### src/rtl/rf_wb_arbiter.sv
// Writeback arbiter: round-robin between ALU (req0) and load unit (req1) feeding a
// 2-entry write queue that drains into the register file port, with a forwarding lookup.
module rf_wb_arbiter #(
    parameter int DATA_WIDTH = 32,
    parameter int ADDR_WIDTH = 5,
    parameter int QDEPTH     = 2
) (
    input  logic                  clk,
    input  logic                  rst,
    input  logic                  req0_valid,
    input  logic [ADDR_WIDTH-1:0] req0_dest,
    input  logic [DATA_WIDTH-1:0] req0_data,
    output logic                  req0_ready,
    input  logic                  req1_valid,
    input  logic [ADDR_WIDTH-1:0] req1_dest,
    input  logic [DATA_WIDTH-1:0] req1_data,
    output logic                  req1_ready,
    input  logic                  rf_wrt_stall,
    output logic                  rg_wrt_en,
    output logic [ADDR_WIDTH-1:0] rg_wrt_dest,
    output logic [DATA_WIDTH-1:0] rg_wrt_data,
    input  logic [ADDR_WIDTH-1:0] lookup_addr,
    output logic                  lookup_hit,
    output logic [DATA_WIDTH-1:0] lookup_data,
    output logic [1:0]            q_count
);

    // Entry 0 is always the head (oldest); entry 1 is the younger one.
    logic [ADDR_WIDTH-1:0] dest_reg  [0:QDEPTH-1];
    logic [DATA_WIDTH-1:0] data_reg  [0:QDEPTH-1];
    logic [ADDR_WIDTH-1:0] dest_next [0:QDEPTH-1];
    logic [DATA_WIDTH-1:0] data_next [0:QDEPTH-1];
    logic [1:0]            count_reg;
    logic [1:0]            count_next;
    logic                  rr_reg;
    logic                  rr_next;

    logic                  pop;
    logic                  space;
    logic                  grant0;
    logic                  grant1;
    logic                  push;
    logic [ADDR_WIDTH-1:0] push_dest;
    logic [DATA_WIDTH-1:0] push_data;
    logic [1:0]            wr_idx;
    logic [QDEPTH-1:0]     ent_valid;
    logic [QDEPTH-1:0]     match;

    assign pop    = (count_reg != 2'd0) && !rf_wrt_stall;
    assign space  = (count_reg < 2'd2) || pop;
    assign grant0 = space && req0_valid && (!req1_valid || !rr_reg);
    assign grant1 = space && req1_valid && (!req0_valid || rr_reg);

    assign push_dest = grant1 ? req1_dest : req0_dest;
    assign push_data = grant1 ? req1_data : req0_data;
    // x0 writes complete the handshake but are silently dropped.
    assign push      = (grant0 || grant1) && (push_dest != '0);

    assign req0_ready  = grant0;
    assign req1_ready  = grant1;
    assign rg_wrt_en   = pop;
    assign rg_wrt_dest = pop ? dest_reg[0] : '0;
    assign rg_wrt_data = pop ? data_reg[0] : '0;
    assign q_count     = count_reg;

    generate
        for (genvar gi = 0; gi < QDEPTH; gi++) begin : g_entry
            assign ent_valid[gi] = count_reg > 2'(gi);
            assign match[gi]     = ent_valid[gi] && (dest_reg[gi] == lookup_addr);
        end
    endgenerate

    assign lookup_hit  = (lookup_addr != '0) && (|match);
    assign lookup_data = !lookup_hit ? '0 :
                         match[1]    ? data_reg[1] : data_reg[0];

    always_comb begin
        for (int i = 0; i < QDEPTH; i++) begin
            dest_next[i] = dest_reg[i];
            data_next[i] = data_reg[i];
        end
        wr_idx = count_reg - {1'b0, pop};
        if (pop) begin
            dest_next[0] = dest_reg[1];
            data_next[0] = data_reg[1];
        end
        // New entry lands just behind whatever remains after this cycle's pop.
        if (push) begin
            dest_next[wr_idx[0]] = push_dest;
            data_next[wr_idx[0]] = push_data;
        end
        count_next = count_reg + {1'b0, push} - {1'b0, pop};
        rr_next    = rr_reg;
        if (grant0) rr_next = 1'b1;
        if (grant1) rr_next = 1'b0;
    end

    always_ff @(posedge clk) begin
        if (rst) begin
            count_reg <= 2'd0;
            rr_reg    <= 1'b0;
        end else begin
            count_reg <= count_next;
            rr_reg    <= rr_next;
        end
    end

    always_ff @(posedge clk) begin
        for (int i = 0; i < QDEPTH; i++) begin
            dest_reg[i] <= dest_next[i];
            data_reg[i] <= data_next[i];
        end
    end

endmodule

### config.mk
export PLATFORM = sky130hd
export DESIGN_NAME = rf_wb_arbiter
export DESIGN_NICKNAME = d
export VERILOG_FILES = /design/src/rtl/rf_wb_arbiter.sv
export SDC_FILE = /design/constraint.sdc
export NUM_CORES = 1
export LEC_CHECK = 0
export ABC_AREA = 0
export ABC_CLOCK_PERIOD_IN_PS = 6960
export CAP_MARGIN = 25
export CORE_ASPECT_RATIO = 1.4
export CORE_MARGIN = 2
export CORE_UTILIZATION = 45
export CTS_CLUSTER_DIAMETER = 120
export CTS_CLUSTER_SIZE = 28
export DETAILED_ROUTE_END_ITERATION = 10
export GPL_TIMING_DRIVEN = 0
export HOLD_SLACK_MARGIN = 0.1
export MAX_ROUTING_LAYER = met4
export PLACE_DENSITY = 0.78
export SKIP_CTS_REPAIR_TIMING = 1
export SYNTH_ARGS = -nofsm -noshare
export SYNTH_HDL_FRONTEND = slang
export SYNTH_SLANG_ARGS = --single-unit
export TNS_END_PERCENT = 50
### constraint.sdc
create_clock -name clk -period 6.96 [get_ports clk]
set_clock_uncertainty 0.15 [all_clocks]
set_input_delay 1.044 -clock clk [delete_from_list [all_inputs] [get_ports clk]]
set_output_delay 1.044 -clock clk [all_outputs]
set_load 0.005 [all_outputs]
After elaboration in Yosys (flattened, before gate mapping)
Memories as Yosys holds them, arrays and structs flattened.
Cells that the tools add are included.
{ "word_totals": {"inputBits": 84, "ram_bits": 74, "wordCells": 54, "n_memories": 2, "ff_bits": 3, "out_inout_bits": 75} }
{ "mem_list": {"columns": ["memory", "words", "word_bits", "rd", "rd_ports_with_merged_regs", "write_ports", "line_no", "rtl"], "rows": [
  ["data_reg", 2, 32, 2, 0, 2, "30", "logic [DATA_WIDTH-1:0] data_reg [0:QDEPTH-1];"],
  ["dest_reg", 2, 5, 2, 0, 2, "29", "logic [ADDR_WIDTH-1:0] dest_reg [0:QDEPTH-1];"]
]} }
{ "op_classes": {"n_mux": 16, "add_sub_neg": 3, "eq_ne": 2, "order_cmp": 5, "bitwise_logic": 1, "n_reduce_logical": 23} }
{ "op_table": {"columns": ["op", "count"], "rows": [
  ["2-to-1 mux 32 bit", 6],
  ["bitwise mux 64 bit", 1],
  ["2-to-1 mux 64 bit", 1],
  ["demux 32 bit (select 1 bit)", 1],
  ["2-to-1 mux 5 bit", 4],
  ["bitwise mux 10 bit", 1],
  ["equality test 5 bit", 2],
  ["logical AND 1 bit", 10],
  ["2-to-1 mux 10 bit", 1],
  ["nonzero test 5 bit", 2],
  ["demux 5 bit (select 1 bit)", 1],
  ["> comparator 2 x 1 -> 1 bit (second input constant)", 2],
  ["zero test 1 bit", 4],
  ["logical OR 1 bit", 4],
  ["OR reduction 2 bit", 2],
  ["adder 2 x 1 -> 2 bit", 1],
  [">= comparator 2 bit (second input constant)", 1],
  ["less-than comparator 2 x 1 -> 1 bit (second input constant)", 1],
  ["less-than comparator 2 bit (second input constant)", 1],
  ["inverter 1 -> 2 bit", 1],
  ["nonzero test 2 bit", 1],
  ["subtractor 2 x 1 -> 2 bit", 1],
  ["subtractor 1 bit", 1]
]} }

Depth between registers and ports, before layout
{ "logic_depth": {"ltp_word": 10, "ltp_mapped": 13} }

Worst setup path after synthesis
OpenSTA, ideal clock, no wires.
{ "synth_path": {"path_type": "input -> register", "start": "input port rf_wrt_stall", "end": "register (tool-made name)", "setup_slack_ns": 1.706, "cell_stages": 6, "arrival_ns": 4.616, "cell_sequence": "nand2_2 > nand3_2 > buf_2 > buf_6 > a211oi_1 > a21boi_0"} }
{ "synth_rtl": {"columns": ["item", "line_no", "rtl"], "rows": [
  ["start, declared", "18", "input logic rf_wrt_stall,"]
]} }

Worst setup path in the final report
{ "layout_path": {"start": "input port lookup_addr[3]", "end": "output port lookup_data[14]"} }
{ "layout_via": {"elab_chain_len": 5, "elab_cells_between_ends": 9, "classes_between": "2 x eq/ne; 2 x mux; 5 x reduce/logical"} }
{ "layout_rtl": {"columns": ["item", "line_no", "rtl"], "rows": [
  ["start, declared", "22", "input logic [ADDR_WIDTH-1:0] lookup_addr,"],
  ["equality test 5 bit", "69", "assign match[gi] = ent_valid[gi] && (dest_reg[gi] == lookup_addr);"],
  ["logical AND 1 bit", "69", null],
  ["OR reduction 2 bit", "73", "assign lookup_hit = (lookup_addr != '0) && (|match);"],
  ["logical AND 1 bit", "73", null],
  ["2-to-1 mux 32 bit *", "74", "assign lookup_data = !lookup_hit ? '0 :"],
  ["end, declared", "24", "output logic [DATA_WIDTH-1:0] lookup_data,"]
]} }
Every way passes the cells marked *; elsewhere a longest branch is shown, timed or not.

==> flow_summary.json <==
{
  "ir_drop_mv": 0.178,
  "synth_cells": 460,
  "fin_nets": 716,
  "final_common_cell": "clkdlybuf4s50_1",
  "ys_types": 40,
  "finalSetupViolations": 0,
  "core_mm2": 0.0109,
  "slew_viol_final": 0,
  "required_ns": 5.77,
  "io_buffers": 158,
  "switching_share_pct": 34.4,
  "num_rows": 45,
  "critPathLaunchType": "input pin",
  "ant_nets": 0,
  "final_cells": 775,
  "cap_violations": 0,
  "power_frac_comb_pct": 49.2,
  "clock-sinks": 77,
  "cp_slowest_stage_delay_ns": 0.75,
  "final_cell_area_mm2": 0.00712,
  "grt_pass1_wl_mm": 23.3,
  "final_hold_viol_count": 0,
  "endpoint_kind": "output port",
  "max_freq_mhz": 196,
  "die-area_mm2": 0.0121,
  "grt_usage_pct": 25.5,
  "wire_per_inst_um": 19.7,
  "final_cell_mix": "clkdlybuf4s50_1 (158), mux2_2 (78), dfxtp_1 (40)",
  "drt_iter0_drc": 264,
  "start_util_pct": 46.4,
  "rsz0062_at_grt": "false",
  "synthesis.nets": 546,
  "synthArstFlopShare_pct": 0,
  "drive_gt1_share_pct": 22.6,
  "ys_ff_latch": 77,
  "fp.dieW_um": 93.7,
  "ys_seq_area_share_pct": 37.7,
  "grt.overflow.total": 0,
  "synth.cell_area_mm2": 0.00507,
  "crit_top_cell": "clkdlybuf4s50_1",
  "ys.flop_type": "dfxtp_1",
  "synth_area_per_cell_um2": 11.0,
  "first_pass_iters": 4,
  "sequentialPowerShare_pct": 32.7,
  "hold_ws_ns": 0.390,
  "cts_tree": "done",
  "clkTransAtPathRegs_ns": 0.06,
  "finish.utilization_pct": 65.2,
  "routabilityCongestion": 0.853,
  "worst_pin_slew_ns": 0.925,
  "p_leak_nw": 2.43,
  "crit_chain": "clkdlybuf4s50_1, xor2_1, nor3_1, buf_2, o211ai_1, a211oi_1, clkdlybuf4s50_1",
  "dp.cells": 760,
  "hold_path_class": "flip-flop to flip-flop",
  "synthToLayoutAreaGrowth_pct": 40.4,
  "path_class": "input pin to output port",
  "h-tree-depth": 3,
  "cts_root_buffer": "clkbuf_16",
  "clkLatencyLatePin_ns": 0.34,
  "dpl_cell_area_mm2": 0.00686,
  "fin_crit_sh_pct": 73.4,
  "hpwl_mm": 11.1,
  "synth_edf_count": 37,
  "internal_power_mw": 1.54,
  "cts_buffer_depth": 2,
  "dr_total_vias": 4560,
  "grt_max_degree": 27,
  "finalWirelength_mm": 15.3,
  "pwr-share-clk_pct": 18.1,
  "num_io_pins": 159,
  "slew_headroom_pct": 37.9,
  "first_global_vias": 4531,
  "period_minus_slack_ns": 5.11,
  "diodes": 0,
  "yosysWarnings": 0,
  "cp.arrival_ns": 3.91,
  "antenna_found_initial": 0,
  "numCtsBuffers": 9,
  "p_switching_uw": 812,
  "p_per_area_mw_per_mm2": 331,
  "outcome": "finished, final reports clean",
  "die_y_um": 130,
  "path_max_fanout": 10,
  "via_per_inst": 5.88,
  "critPathSlowestCell": "nor3_1",
  "drc": 0
}
[cells by family after synthesis]
kind of cell | after synthesis | share of synthesized area, %
mux | 110 | 26.6
buf+inv | 52 | 4.66
compound gates | 76 | 11.3
fa+ha+maj | 2 | 0.493
flops | 77 | 37.7
simple gates | 132 | 17.3
xor+xnor | 11 | 1.90
[worst paths after layout]
check | cells after the start | endpoint | slack (ns) | start
max | 7 | lookup_data[14] | 1.85 | lookup_addr[3]
min reg2reg | 1 | rr_reg$_SDFFE_PP0P_ | 0.39 | rr_reg$_SDFFE_PP0P_
min | 1 | rr_reg$_SDFFE_PP0P_ | 0.39 | rr_reg$_SDFFE_PP0P_
max reg2reg | 12 | q_count[1]$_SDFF_PP0_ | 3.86 | q_count[1]$_SDFF_PP0_
[final cells by class]
cell class | count | area [um2]
fillers | 867 | 3800
multi-input cells | 331 | 2930
flip-flops and latches | 77 | 1910
repair buffers | 159 | 1600
clock buffers | 13 | 250
plain buffers | 49 | 225
well taps | 141 | 176
inverters | 3 | 11.3
clock inverters | 2 | 10.0
[cells in the mapped netlist (all sizes together) (2+ instances only)]
master	count	area share, %
mux2	108	26
nor2b	4	0.49
clkbuf	36	2.7
a21oi	3	0.30
o211ai	32	4.7
a211oi	34	5.3
xnor2	6	1.0
nand3	33	3.4
o22ai	2	0.25
inv	3	0.22
nand2	4	0.35
edfxtp	37	22
buf	13	1.8
nor4b	32	5.5
dfxtp	40	16
xor2	5	0.86
or4	3	0.52
nor2	6	0.59
mux2i	2	0.39
nand2b	2	0.25
ha	2	0.49
nor3	5	0.49
and2	38	4.7
[stage by stage]
step / total power [mW] / setup TNS, ns / worst slack, ns
global route: 2.47 / 0 / 1.65
global placement: 1.88 / -28.29 / -0.767
finish: 2.36 / 0 / 1.85
detailed placement: 1.92 / 0 / 1.95
floorplan: 1.52 / 0 / 1.71
CTS: 2.35 / 0 / 1.91
[power groups by stage]
stage | Combinational, mW | Sequential, mW | Clock [mW]
after detailed placement | 1.15 | 0.773 | 0
after floorplan | 0.780 | 0.736 | 0
final | 1.16 | 0.770 | 0.426
after global placement | 1.11 | 0.772 | 0
after global routing | 1.24 | 0.789 | 0.446
after CTS | 1.16 | 0.766 | 0.426
[critical path, delay by kind of cell]
kind	cells	cell delay, ns
buf+inv	3	1.40
simple gates	1	0.75
compound gates	2	0.53
xor+xnor	1	0.18
[routing by layer]
metal  global-route usage (%)  wire, um
met1                     28.1      5940
met2                     45.8      8170
met3                     2.85       714
met5                        -         0
met4                     11.3       479
Power figures use the tool's default switching activity.
